File: src/rtl/y86_regfile_sb.sv
// Y86 decode-stage register file with per-register busy scoreboard and write counter.
// Optional write-through forwarding of the current writeback is enabled by defining REGFILE_BYPASS_EN.

module y86_regfile_sb_reg #(
  parameter int                 DATA_W    = 64,
  parameter logic [DATA_W-1:0]  RESET_VAL = '0
) (
  input  logic              clk,
  input  logic              rst_n,
  input  logic              wrEn,
  input  logic [DATA_W-1:0] wrData,
  input  logic              setBusy,
  output logic [DATA_W-1:0] value,
  output logic              busy
);
  always_ff @(posedge clk or negedge rst_n) begin
    if (!rst_n) begin
      value <= RESET_VAL;
      busy  <= 1'b0;
    end else begin
      if (wrEn) value <= wrData;
      // a newer issue to the same register outranks the retiring write
      busy <= setBusy | (busy & ~wrEn);
    end
  end
endmodule

module y86_regfile_sb #(
  parameter int                DATA_W   = 64,
  parameter int                NREG     = 15,
  parameter int                ID_W     = 4,
  parameter logic [ID_W-1:0]   RNONE    = 4'hF,
  parameter int                RSP_ID   = 4,
  parameter logic [DATA_W-1:0] RSP_INIT = 64'h0
) (
  input  logic              clk,
  input  logic              rst_n,
  input  logic [ID_W-1:0]   srcA,
  input  logic [ID_W-1:0]   srcB,
  output logic [DATA_W-1:0] valA,
  output logic [DATA_W-1:0] valB,
  output logic              srcA_busy,
  output logic              srcB_busy,
  input  logic [ID_W-1:0]   dstE,
  input  logic [DATA_W-1:0] valE,
  input  logic [ID_W-1:0]   dstM,
  input  logic [DATA_W-1:0] valM,
  input  logic              wb_en,
  input  logic              iss_en,
  input  logic [ID_W-1:0]   iss_dstE,
  input  logic [ID_W-1:0]   iss_dstM,
  output logic [NREG-1:0]   busy_mask,
  output logic [15:0]       wr_count
);

  function automatic logic idOk(input logic [ID_W-1:0] id);
    return (id != RNONE) && (32'(id) < 32'(NREG));
  endfunction

  logic                         vE, vM, issE, issM;
  logic [NREG-1:0]              wrE, wrM, wr, setB, busy;
  logic [NREG-1:0][DATA_W-1:0]  regVal;
  logic [1:0][ID_W-1:0]         rdSrc;
  logic [1:0][DATA_W-1:0]       rdVal;
  logic [1:0]                   rdBusy;

  assign vE   = wb_en  && idOk(dstE);
  assign vM   = wb_en  && idOk(dstM);
  assign issE = iss_en && idOk(iss_dstE);
  assign issM = iss_en && idOk(iss_dstM);

  for (genvar i = 0; i < NREG; i++) begin : gReg
    localparam logic [DATA_W-1:0] RV = (i == RSP_ID) ? RSP_INIT : '0;
    assign wrE[i]  = vE && (dstE == ID_W'(i));
    assign wrM[i]  = vM && (dstM == ID_W'(i));
    assign wr[i]   = wrE[i] | wrM[i];
    assign setB[i] = (issE && (iss_dstE == ID_W'(i))) || (issM && (iss_dstM == ID_W'(i)));

    // M beats E on a shared destination (popq %rsp)
    y86_regfile_sb_reg #(.DATA_W(DATA_W), .RESET_VAL(RV)) uReg (
      .clk     (clk),
      .rst_n   (rst_n),
      .wrEn    (wr[i]),
      .wrData  (wrM[i] ? valM : valE),
      .setBusy (setB[i]),
      .value   (regVal[i]),
      .busy    (busy[i])
    );
  end

  assign busy_mask = busy;

  // Read mux: only valid in-range IDs match, so RNONE/out-of-range read 0 and not busy
  assign rdSrc = {srcB, srcA};
  always_comb begin
    rdVal  = '0;
    rdBusy = '0;
    for (int p = 0; p < 2; p++) begin
      for (int i = 0; i < NREG; i++) begin
        if (idOk(rdSrc[p]) && rdSrc[p] == ID_W'(i)) begin
          rdVal[p]  = regVal[i];
          rdBusy[p] = busy[i];
`ifdef REGFILE_BYPASS_EN
          if (wr[i]) begin
            rdVal[p]  = wrM[i] ? valM : valE;
            rdBusy[p] = busy[i] & setB[i];
          end
`endif
        end
      end
    end
  end

  assign valA      = rdVal[0];
  assign valB      = rdVal[1];
  assign srcA_busy = rdBusy[0];
  assign srcB_busy = rdBusy[1];

  // counts distinct registers written, so a shared E/M destination adds one
  always_ff @(posedge clk or negedge rst_n) begin
    if (!rst_n) wr_count <= '0;
    else        wr_count <= wr_count + 16'($countones(wr));
  end

endmodule
File: config.mk
export PLATFORM = sky130hd
export DESIGN_NAME = y86_regfile_sb
export DESIGN_NICKNAME = d
export VERILOG_FILES = /design/src/rtl/y86_regfile_sb.sv
export SDC_FILE = /design/constraint.sdc
export NUM_CORES = 2
export LEC_CHECK = 0
export BUFFER_PORTS_ARGS = -buffer_cell sky130_fd_sc_hd__clkbuf_2
export CORE_MARGIN = 2
export CORE_UTILIZATION = 26
export CTS_CLUSTER_SIZE = 30
export DETAILED_ROUTE_END_ITERATION = 8
export PLACE_DENSITY = 0.43
export SETUP_SLACK_MARGIN = 0.3
export SLEW_MARGIN = 10
export SYNTH_ARGS = -nofsm -noshare
export SYNTH_HDL_FRONTEND = slang
export SYNTH_SLANG_ARGS = --single-unit
File: constraint.sdc
create_clock -name clk -period 4.3 [get_ports clk]
set_input_delay 0.215 -clock clk [delete_from_list [all_inputs] [get_ports clk]]
set_output_delay 0.215 -clock clk [all_outputs]
set_load 0.01 [all_outputs]
==> run_results.csv <==
group,metric,value,unit
setup_path,r2r_slack,0.42,ns
setup_path,worst_path_largest_cell_delay,0.55,ns
outcome,violations,"negative hold slack",
cts,h-tree-depth,4,
global_routing,grt_max_degree,130,
sta,whs,-0.00615,ns
placed_design,dp_worst_setup_slack,-0.435,ns
sta,worst_slew_pin_slew,1.34,ns
drt,via_count,67800,
floorplanning,die_y,506,µm
setup_path,end_kind,"flip-flop",
floorplanning,rows,184,
drt,via_per_inst,6.06,
setup_path,worstPathRequired,5.02,ns
synth,synthesis.area,65400,µm²
setup_path,crit_slowest_cell,"fa_2",
drt,drcViolationCount,0,
setup_path,path_cells,"fa_1, fa_2, fa_1, inv_1, fa_2, inv_2, ha_4, inv_2, fa_2, nor2b_2, o21ai_2, a21boi_2, buf_6, o2111ai_2, xnor2_1",
placed_design,dp_cells,10700,
synth,synth_top_area_share,37.9,%
setup_path,critical_path.top_delay_family,"adder cells",
placed_design,hpwlAfterDp,260,mm
global_routing,grt_util_all_layers,31.3,%
setup_path,cp-start-kind,"flip-flop",
drt,drtAntennaViolNets,0,
sta,hold_viol,2,
cells_and_area,nets,7873,
floorplanning,core-area,251000,µm²
sta,period_needed,3.88,ns
drt,drt-total-wl,414,mm
cells_and_area,area_delta_synth_final,19.4,%
job,maxCapViolations,0,
synth,seq_area_frac_synth,37.9,%
sta,relSlewSlack,10.8,%
synth,synth_nets,7602,
global_routing,grt.overflow.total,0,
sta,fin_crit_sh,90.3,%
cells_and_area,num-fill-cells,26400,
outcome,outcome,"finished with violations",
setup_path,rr_endpoint,"wr_count[12]",
sta,setup_viol,0,
synth,synth_top_cell_by_area,"dfrtp_1",
placed_design,place.gp.congestion,0.949,
synth,synthArstFlopShare,100,%
floorplanning,fp.dieW,506,µm
floorplanning,initial_core_util,26.1,%
setup_path,cp.arrival,4.60,ns
sta,rsz0062_at_grt,"true",
synth,ys_types,93,
sta,finalWorstSetupSlack,0.415,ns
cts,insertion_delay,0.83,ns
placed_design,dpl_cell_area,71400,µm²
floorplanning,die_area,256000,µm²
cells_and_area,drive_gt1_share,15.8,%
placed_design,port_buffers,316,
sta,tns,0,ns
setup_path,worst-r2r-cell-count,15,
drt,drtIter0Drc,9334,
cts,clkTransAtPathRegs,0.06,ns
cts,cts_tree,"done",
sta,report.final.slew_viol_count,0,
global_routing,antenna_found_initial,81,
cells_and_area,final_area,78100,µm²
setup_path,reg2reg_from,"wr_count[0]",
cts,clock-sinks,991,
cells_and_area,final_cells,11200,
sta,skew,0.00384,ns
synth,synthCells,7426,
sta,fmax,257,MHz
power_and_ir_drop,power.density,448,nW/µm²
synth,synth_ff_type,"dfrtp_1",
synth,ys_warn_count,0,
synth,yosys-top-cells-area,"dfrtp_1 38%, mux2i_1 17%, a21oi_1 6.0%, o21ai_0 5.2%, nand2_1 4.4%",
worst_hold_path,hp-class,"primary input to async pin",
synth,synth.avg_cell_area,8.81,µm²
cts,cts_made_buffers,132,
setup_path,path_depth,15,
setup_path,cp_max_fo,6,
cts,cts_root_buf,"clkbuf_16",
cts,clockBufferDepth,3,
synth,synth-edff-count,0,
synth,ys_seq_elements,991,
drt,wl_per_cell,37.0,µm
setup_path,path_buf_inv,4,
global_routing,grt_pass1_wl,563,mm
cells_and_area,final_util,31.2,%
power_and_ir_drop,ir_drop,0.452,mV
setup_path,cpMostUsedCell,"fa_2",
drt,drt_pass1_iterations,7,
global_routing,grt_pass1_vias,64900,
power_and_ir_drop,p_total,35.0,mW
power_and_ir_drop,leakage,33.7,nW
floorplanning,io_pins,317,
setup_path,path_class,"flip-flop to flip-flop",
## flip-flops by register name (all words and copies together) (netlist names)
signal           cells
gReg.uReg.busy      15
wr_count            16
gReg.uReg.value    960
## cells in the mapped netlist, drive strengths merged (11+ instances only)
| cell | n |
|---|---|
| mux2i | 1127 |
| nand2 | 776 |
| nand4 | 12 |
| o21ai | 860 |
| o211ai | 44 |
| nor3 | 40 |
| buf | 454 |
| a21o | 43 |
| a22o | 37 |
| a22oi | 99 |
| and3 | 11 |
| inv | 49 |
| clkbuf | 366 |
| a2bb2oi | 21 |
| a21boi | 19 |
| o21a | 30 |
| and3b | 11 |
| a211o | 13 |
| a221o | 26 |
| nand2b | 34 |
| a21oi | 785 |
| fa | 11 |
| mux4 | 53 |
| o221ai | 69 |
| o2bb2ai | 28 |
| o22ai | 213 |
| nand3 | 22 |
| o22a | 24 |
| nor2b | 42 |
| mux2 | 78 |
| o32ai | 14 |
| a211oi | 55 |
| dfrtp | 991 |
| a222oi | 19 |
| a221oi | 52 |
| a31oi | 22 |
| or2 | 16 |
| nor2 | 701 |
## layer usage
metal | vias to the layer above | wire length [µm] | GRT usage, %
met5 | - | 439 | 0
met1 | 33800 | 163000 | 40.0
met2 | 4845 | 174000 | 45.6
met3 | 1450 | 45200 | 9.09
li1 | 27600 | - | -
met4 | 60 | 31600 | 20.7
## area by class of cell
type / instances / area [µm²] / share of cell area, %
Clock inverter: 36 / 485 / 0.621
Antenna cell: 42 / 105 / 0.135
Multi-Input combinational cell: 5566 / 36800 / 47.1
Clock buffer: 202 / 3940 / 5.04
Sequential cell: 991 / 24800 / 31.7
Tap cell: 3348 / 4190 / 5.36
Inverter: 49 / 188 / 0.240
Timing Repair Buffer: 957 / 7580 / 9.71
## kinds of logic after synthesis
kind of cell / count (synthesis) / share of synthesized area [%]
muxes: 1258 / 20.4
DFF: 991 / 37.9
buffers and inverters: 869 / 6.56
xor gates and xnor gates: 13 / 0.174
AOI/OAI and AO/OA: 2550 / 23.4
adders and majority gates: 20 / 0.509
and+or+nand+nor: 1725 / 11.0
## worst max-delay path by stage
stage	from	endpoint
CTS	wr_count[0]	wr_count[10]
finish	wr_count[0]	wr_count[12]
floorplan	wb_en	wr_count[12]
detailed placement	wb_en	wr_count[12]
global route	wr_count[0]	wr_count[10]
global placement	wb_en	wr_count[10]
## report_power, final
part           internal, mW  switching [mW]  total [mW]  leakage (nW)
clock network          6.72            4.95        11.7          2.18
logic                  3.85            5.57        9.42          19.7
registers              11.7            2.25        13.9          11.8
total                  22.2            12.8        35.0          33.7
## timing repair
action                                  in CTS  in global routing
setup buffers                                1                  2
pin swaps                                    2                  9
endpoints found under the hold margin     1239                  0
hold buffers                               215                  0
endpoints found under the setup margin       5                  5
resized for setup                            2                  8
## cell usage in the layout, fill, tap and decap left out, types with 30 or more instances in the layout
cell type	count
diode_2	42
o221ai_1	69
buf_4	380
mux4_2	53
a211oi_1	54
clkbuf_1	35
a21oi_1	782
clkbuf_2	307
dlygate4sd3_1	215
a221oi_1	50
o211ai_1	44
nor2_1	678
nor3_1	34
dfrtp_1	991
inv_1	35
o21ai_1	171
mux2i_1	1127
mux2_2	78
clkbuf_8	34
clkbuf_16	134
nand2_1	767
a22oi_1	99
nor2b_1	30
o21ai_0	683
a22o_1	37
o22ai_1	213
a21o_1	42
buf_12	46
o21a_1	30
(Power assumes the default switching activity.)
